<file path="config.mk">
export PLATFORM = sky130hd
export DESIGN_NAME = instruction_prefetch
export DESIGN_NICKNAME = d
export VERILOG_FILES = /design/src/rtl/prefetch_pkg.sv /design/src/rtl/segment_addr_gen.sv /design/src/rtl/instruction_prefetch.sv
export SDC_FILE = /design/constraint.sdc
export NUM_CORES = 1
export LEC_CHECK = 0
export ABC_AREA = 0
export CAP_MARGIN = 20
export CORE_MARGIN = 3
export CORE_UTILIZATION = 57
export DETAILED_ROUTE_END_ITERATION = 7
export DONT_BUFFER_PORTS = 1
export PLACE_DENSITY = 0.75
export REMOVE_ABC_BUFFERS = 1
export SETUP_SLACK_MARGIN = 0.2
export SYNTH_ARGS = -nofsm -noshare
export SYNTH_HDL_FRONTEND = slang
export SYNTH_SLANG_ARGS = --single-unit
</file>
<file path="constraint.sdc">
create_clock -name clk -period 2.16 [get_ports clk]
set_input_delay 0.216 -clock clk [delete_from_list [all_inputs] [get_ports clk]]
set_output_delay 0.216 -clock clk [all_outputs]
set_load 0.005 [all_outputs]
</file>
<file path="src/rtl/prefetch_pkg.sv">
// prefetch_pkg: fetch FSM state encoding and the reset fetch pointer (FFFF:0000)
package prefetch_pkg;
  typedef enum logic [1:0] {IDLE, BUS, PUSH_LO, PUSH_HI} state_t;
  localparam logic [15:0] RESET_CS = 16'hFFFF;
  localparam logic [15:0] RESET_IP = 16'h0000;
endpackage

</file>
<file path="src/rtl/segment_addr_gen.sv">
// segment_addr_gen: real-mode cs:ip to 20-bit physical address, wrapping at 1 MiB
module segment_addr_gen (
  input  logic [15:0] cs,
  input  logic [15:0] ip,
  output logic [19:0] phys
);
  assign phys = {cs, 4'b0} + {4'b0, ip};
endmodule

</file>
<file path="src/rtl/instruction_prefetch.sv">
// instruction_prefetch: fetches code words at CS:IP and pushes their bytes into the prefetch FIFO; PREFETCH_PERF_COUNTERS_EN adds fetch_count/flush_count
module instruction_prefetch
  import prefetch_pkg::*;
#(
  parameter int FIFO_DEPTH = 6
) (
  input  logic                            clk,
  input  logic                            reset_n,
  input  logic                            load_new_ip,
  input  logic [15:0]                     new_cs,
  input  logic [15:0]                     new_ip,
  output logic                            mem_access,
  input  logic                            mem_ack,
  output logic [18:0]                     mem_address,
  output logic [1:0]                      mem_bytesel,
  input  logic [15:0]                     mem_data,
  output logic                            fifo_wr_en,
  output logic [7:0]                      fifo_wr_data,
  input  logic                            fifo_full,
  input  logic [$clog2(FIFO_DEPTH+1)-1:0] fifo_count,
  output logic                            fifo_reset
`ifdef PREFETCH_PERF_COUNTERS_EN
  ,
  output logic [15:0]                     fetch_count,
  output logic [15:0]                     flush_count
`endif
);
  state_t state, state_n;
  logic [15:0] fetch_cs, fetch_ip, cs_n, ip_n, word, word_n;
  logic [19:0] phys;
  logic [18:0] addr_n;
  logic [1:0] sel_n;
  logic acc_n, abort, abort_n, room;
  segment_addr_gen u_addr (.cs(fetch_cs), .ip(fetch_ip), .phys(phys));
  assign room = 32'(fifo_count) + 32'd2 <= 32'(FIFO_DEPTH);
  // state, pointer, bus request and flush registers
  always_ff @(posedge clk or negedge reset_n)
    if (!reset_n) begin
      state <= IDLE;
      fetch_cs <= RESET_CS;
      fetch_ip <= RESET_IP;
      word <= '0;
      mem_access <= 1'b0;
      mem_address <= '0;
      mem_bytesel <= '0;
      abort <= 1'b0;
      fifo_reset <= 1'b0;
    end else begin
      state <= state_n;
      fetch_cs <= cs_n;
      fetch_ip <= ip_n;
      word <= word_n;
      mem_access <= acc_n;
      mem_address <= addr_n;
      mem_bytesel <= sel_n;
      abort <= abort_n;
      fifo_reset <= load_new_ip;
    end
  // next state: a redirect abandons pending pushes, but a request already on the bus runs to its ack
  always_comb begin
    state_n = state;
    cs_n = load_new_ip ? new_cs : fetch_cs;
    ip_n = load_new_ip ? new_ip : fetch_ip;
    word_n = word;
    acc_n = mem_access;
    addr_n = mem_address;
    sel_n = mem_bytesel;
    abort_n = abort;
    fifo_wr_en = 1'b0;
    fifo_wr_data = 8'h00;
    case (state)
      IDLE: if (!load_new_ip && room) begin
        state_n = BUS;
        acc_n = 1'b1;
        addr_n = phys[19:1];
        sel_n = phys[0] ? 2'b10 : 2'b11;
      end
      BUS: if (mem_ack) begin
        acc_n = 1'b0;
        abort_n = 1'b0;
        word_n = mem_data;
        state_n = (load_new_ip || abort) ? IDLE : fetch_ip[0] ? PUSH_HI : PUSH_LO;
      end else if (load_new_ip) abort_n = 1'b1;
      PUSH_LO, PUSH_HI: begin
        fifo_wr_data = state == PUSH_LO ? word[7:0] : word[15:8];
        fifo_wr_en = !fifo_full && !load_new_ip && !fifo_reset;
        if (load_new_ip) state_n = IDLE;
        else if (fifo_wr_en) begin
          ip_n = fetch_ip + 16'd1;
          state_n = state == PUSH_LO ? PUSH_HI : IDLE;
        end
      end
    endcase
  end
`ifdef PREFETCH_PERF_COUNTERS_EN
  // count acked words that were kept and redirect strobes, both wrapping
  always_ff @(posedge clk or negedge reset_n)
    if (!reset_n) begin
      fetch_count <= '0;
      flush_count <= '0;
    end else begin
      fetch_count <= fetch_count + 16'(state == BUS && mem_ack && !load_new_ip && !abort);
      flush_count <= flush_count + 16'(load_new_ip);
    end
`endif
endmodule

</file>
== Yosys cells after proc, flatten, opt, wreduce, memory -nomap -nowiden ==
Index checks and enable logic that the tools add are counted.
Storage, ports and cells
  logic and storage cells: 56
  input port bits: 56
  memory bits (read-only): 0
  register bits: 74
  memories: 0
  output and inout port bits: 32
  RAM bits: 0
  bits in latches: 0
Operators by class
  shift operators: 0
  $lt $le $gt $ge: 1
  div/mod/pow operators: 0
  add/subtract/negate cells: 3
  $mul: 0
  reduce and logical (&&, ||, !) cells: 16
  bitwise logic cells: 0
  equal/unequal tests: 6
  muxes and demuxes: 21
Operator list (number)
  two-way mux 16 bit: 4
  adder 20 x 16 -> 20 bit: 1
  adder 16 x 1 -> 16 bit, second input constant: 1
  two-way mux 8 bit: 2
  two-way mux 2 bit: 6
  two-way mux 1 bit: 7
  one-hot mux 2 bit (3 select lines): 1
  AND reduction 2 bit: 3
  AND reduction 3 bit: 2
  adder 3 x 2 -> 4 bit, second input constant: 1
  == test 2 bit, second input constant: 2
  less-or-equal comparator 4 x 3 -> 1 bit, second input constant: 1
  inequality test 2 bit, second input constant: 2
  nonzero test 2 bit: 2
  logical AND 1 bit: 3
  zero test 1 bit: 3
  inequality test 3 bit, second input constant: 1
  == test 2 x 1 -> 1 bit, second input constant: 1
  zero test 2 bit: 1
  one-hot mux 1 bit (2 select lines): 1
  OR reduction 2 bit: 1
  logical OR 1 bit: 1

== Longest topological paths before layout ==
  word-level depth: 6
  mapped depth: 9
  depth with buffers taken out: 7

== Modules after synthesis ==
Synthesis repeated with hierarchy kept, for this count alone.
Second synthesis, totals
  cell total of the unflattened synthesis: 366
  area total of the unflattened synthesis: 4125.2 µm²
Modules (own cells, without submodules)
  instruction_prefetch: sequential area each 1871.8 µm², area an instance 3304.4 µm², times used 1, cells each 258
  segment_addr_gen: sequential area each 0.0 µm², area an instance 820.8 µm², times used 1, cells each 108

== Worst setup path after synthesis ==
Ideal clock, no wire load.
  path type: input to register
  from: input port fifo_count[1]
  to: register mem_address[14]
  path slack: 0.141 ns
  library setup time: 0.119 ns
  stages: 8
  buffers on the path: 1
  data arrival time: 1.901 ns
  data required time: 2.041 ns
  path through: inv_1 ha_1 o32a_1 or4_1 buf_2 a2111oi_0 mux2i_1 o21a_1
Between the ends
  word-level cells in the longest chain between the ends: 4
Ends and longest elaborated chain
  from (decl): line instruction_prefetch.sv:20  | input logic [$clog2(FIFO_DEPTH+1)-1:0] fifo_count,
  adder 3 x 2 -> 4 bit: line instruction_prefetch.sv:35  | assign room = 32'(fifo_count) + 32'd2 <= 32'(FIFO_DEPTH);
  less-or-equal comparator 4 x 3 -> 1 bit: line instruction_prefetch.sv:35
  logical AND 1 bit: line instruction_prefetch.sv:72  | IDLE: if (!load_new_ip && room) begin
  AND reduction 2 bit (no source line)
  to (signal assigned): line instruction_prefetch.sv:54  | mem_address <= addr_n;
  to (decl): line instruction_prefetch.sv:14  | output logic [18:0] mem_address,
No other way between the ends.
A chain may end at the register's enable or synchronous reset.

== Worst setup path after layout ==
  from: register fetch_cs[1]
  to: register mem_address[12]
Between the ends
  word-level cells in the longest chain between the ends: 1
Ends and longest elaborated chain
  from (decl): line instruction_prefetch.sv:29  | logic [15:0] fetch_cs, fetch_ip, cs_n, ip_n, word, word_n;
  from (signal assigned): line instruction_prefetch.sv:50  | fetch_cs <= cs_n;
  adder 20 x 16 -> 20 bit: line segment_addr_gen.sv:7  | assign phys = {cs, 4'b0} + {4'b0, ip};
No other way between the ends.

==> out/results.md <==
| Stage | Parameter | Reported |
| --- | --- | --- |
| finish | Final std cell area, no fill | 4717 um2 |
| floorplanning | Number of standard-cell rows in the floorplan | 29 |
| place | Number of input and output port buffers inserted | 0 |
| sta | Final setup margin | 0.1796 ns |
| worst setup path | Capture instance of the worst register-to-register path | mem_address[12] |
| clock network | CTS clock-pin slew for the worst setup and hold paths | 0.09 ns |
| worst setup path | Critical Path Sink Type | register |
| floorplanning | Full die area | 8007 um2 |
| finish | Antenna Cells | 0 |
| clock network | CTS root buf | clkbuf_8 |
| sta | Final setup violation count | 0 |
| power and ir drop | Leakage Power | 1.934 nW |
| sta | Setup Skew | 0.01460 ns |
| drt | Number of vias after detailed routing | 3012 |
| synth | Main area contributors after synthesis | dfrtp_1 (37%), dfstp_2 (11%), mux2_2 (9.1%) |
| status | Result of the run | finished, final reports clean |
| sta | Setup repair after global routing missed its margin | yes |
| clock network | Clock Tree Buf Depth | 2 |
| floorplanning | Starting density of the core | 60.49% |
| synth | Most common flop cell mapped by yosys | dfrtp_1 |
| synth | Gate count of the mapped netlist | 382 |
| drt | DRC viols | 0 |
| clock network | CTS Buf Count | 9 |
| sta | Worst slew pin tran | 0.5782 ns |
| place | Half-perimeter wire length after placement | 6251 um |
| synth | Number of different library cells in the post-synthesis netlist | 48 |
| worst setup path | Critical register-to-register path startpoint | fetch_cs[1] |
| power and ir drop | VDD IR max | 0.6799 mV |
| worst setup path | CP Launch Type | register |
| floorplanning | Die Ht | 89.48 um |
| sta | Clock period minus worst slack | 1.980 ns |
| synth | Number of warnings printed during yosys synthesis | 0 |
| worst setup path | Length in cells of the worst reg-to-reg path | 6 |
| synth | Most frequent cells after synthesis | dfrtp_1 (58), nand2_1 (53), mux2_2 (32) |
| flow run | MaxCap Viol Count | 0 |
| synth | Fraction of registers with async set/reset | 100.0% |
| worst setup path | Worst Setup Path Type | register to register |
| place | Weighted congestion at the end of routability-driven global placement | 0.8158 |
| clock network | CTS H-tree depth | 3 |
| synth | Count of flip-flops with a built-in enable after synthesis | 0 |
| power and ir drop | Power Dens Cells | 971.1 nW/um2 |
| place | Cell count after placement | 473 |
| drt | Violation count after the first detailed-routing iteration | 135 |
| global route | Global-route wire length before repair | 14050 um |
| floorplanning | Total core area | 6568 um2 |
| synth | Synthesized cell area | 3973 um2 |
| sta | Tcrit/Tclk final | 91.68% |
| clock network | Clk_lat worst skew | 0.34 ns |
| synth | Proportion of synthesized chip area in sequential cells | 47.12% |
| clock network | Number of clock sinks | 74 |
| sta | F_max | 505.0 MHz |
| global route | GRT Resource Usage Total | 23.01% |
| finish | Nets | 480 |
| global route | Global-route congestion overflow total | 0 |
| drt | Number of vias per cell after detailed routing | 5.953 |
| finish | Layout cells sized above 1 | 28.33% |
| synth | Post-synthesis register bit count | 74 |
| synth | Most frequent cell after synthesis | dfrtp_1 |
| drt | Routed length per instance | 18.66 um |
| synth | Yosys top cell by area | dfrtp_1 |
| synth | Fraction of synthesized cell area taken by the top area cell type | 36.54% |
| sta | Worst Hold Margin | 0.01207 ns |
| global route | Number of antenna violations at the first check in global routing | 0 |
| worst setup path | Data required time of the worst path | 2.44 ns |
| worst setup path | Critical Path Start | fetch_cs[1] |
| finish | Number of cells in the finished layout apart from fillers | 506 |
| worst setup path | Last element of the critical path | mem_address[12] |
| floorplanning | Die X-Extent | 89.48 um |
| place | Post-Place Worst Slack | -0.04463 ns |
| global route | Number of global-route vias before repair | 2967 |
| drt | Pre-antenna DRT Iters | 4 |
| finish | Synth-to-layout area growth | 18.74% |
| place | Placed Instance Area | 4154 um2 |
| min path | Hold WC Path Type | input pin to register |
| floorplanning | IO Pins | 88 |
| worst setup path | Reg2reg setup slack | 0.18 ns |
| global route | Largest net degree at the start of global routing | 75 |
| worst setup path | Signal arrival time at the worst endpoint | 2.26 ns |
| synth | Average cell area after synthesis | 10.40 um2 |
| worst setup path | Largest fanout on the critical path | 3 |
| sta | Max Transition Viols Final | 0 |
| drt | Post-detailed-routing wire length | 9444 um |
| sta | Setup TNS | 0 ns |
| sta | Worst relative slew slack | 61.33% |
| drt | Antenna-violating nets left | 0 |
| sta | Final hold vios | 0 |
| clock network | CTS tree | built |
-- metal layers --
layer | global-route usage (%) | up-vias | part of all wire (%)
li1 | - | 1422 | -
met1 | 29.81 | 1499 | 44
met2 | 37.44 | 81 | 50
met3 | 5.530 | 10 | 5.2
met4 | 8.660 | 0 | 1.4
met5 | 0 | - | 0
-- flip-flops by register name, indices dropped and copies added, names as in the netlist --
register     count
abort            1
fetch_cs        16
fetch_ip        16
fifo_reset       1
mem_access       1
mem_address     19
mem_bytesel      2
state            2
word            16
-- where the power goes --
group	internal, W	switching, W
Combinational	0.000740	0.000733
Sequential	0.00184	0.000325
Clock	0.000415	0.000531
-- worst min path at each step --
stage | from | cells past startpoint | to | slack [ns]
floorplan | reset_n | 0 | abort | -0.08
global placement | reset_n | 0 | mem_address[10] | -0.08
detailed placement | reset_n | 0 | mem_address[8] | -0.08
CTS | load_new_ip | 2 | fetch_ip[3] | 0.0002
global route | new_cs[5] | 1 | fetch_cs[5] | -0.0007
finish | new_ip[14] | 2 | fetch_ip[14] | 0.01
-- placed cells by master, fill, tap and decap left out, types with 6 or more instances in the layout --
master / count
clkbuf_8: 9
dlygate4sd3_1: 9
xnor2_1: 11
o21ai_0: 25
nor3_1: 6
ha_1: 8
a21oi_1: 8
nand4_1: 7
buf_4: 21
dfrtp_1: 55
ha_4: 6
mux2i_1: 13
xor2_1: 9
nor2_1: 10
inv_1: 7
nor2b_1: 16
nand2_1: 53
dfstp_2: 16
mux2_2: 32
-- cell type report --
cell class,instances,area (um2)
Tap cell,93,116.4
Inverter,7,26.28
Sequential cell,74,1876
Timing Repair Buffer,32,295.3
Multi-Input combinational cell,284,2235
Clock buffer,9,123.9
Clock inverter,7,45.04
Fill cell,476,1851
-- repair_timing --
item                                    4_1_cts  5_1_grt
endpoints found under the hold margin        89        1
hold buffers                                  9        1
pin swaps                                     7        8
endpoints found under the setup margin       13       14
setup buffers                                 1        6
gates resized for setup                      12       31
-- per-stage QoR --
stage               power [W]  utilization, %
floorplan            0.003039               -
global placement     0.003352           63.25
detailed placement   0.003436           63.25
CTS                  0.004455           68.34
global route         0.004880           71.82
finish               0.004581           71.82
-- kinds of logic (layout without fill, tap and decap cells) --
family | count (synthesis) | in the layout | synth area share, %
flops | 74 | 74 | 47.12
compound gates | 78 | 78 | 12.54
mux | 45 | 45 | 12.35
fa+ha+maj | 16 | 16 | 5.228
buf+inv | 24 | 55 | 2.331
xor+xnor | 20 | 20 | 4.409
simple gates | 125 | 125 | 16.03
-- worst max-delay path, cell delays in order (launching register included) --
cell      delay [ns]
dfstp_2         0.57
ha_4            0.22
a211oi_4        0.30
o21a_1          0.17
o21ai_1         0.09
or4_1           0.49
nand3_1         0.10
No activity file was read; power rests on OpenSTA's default activity.
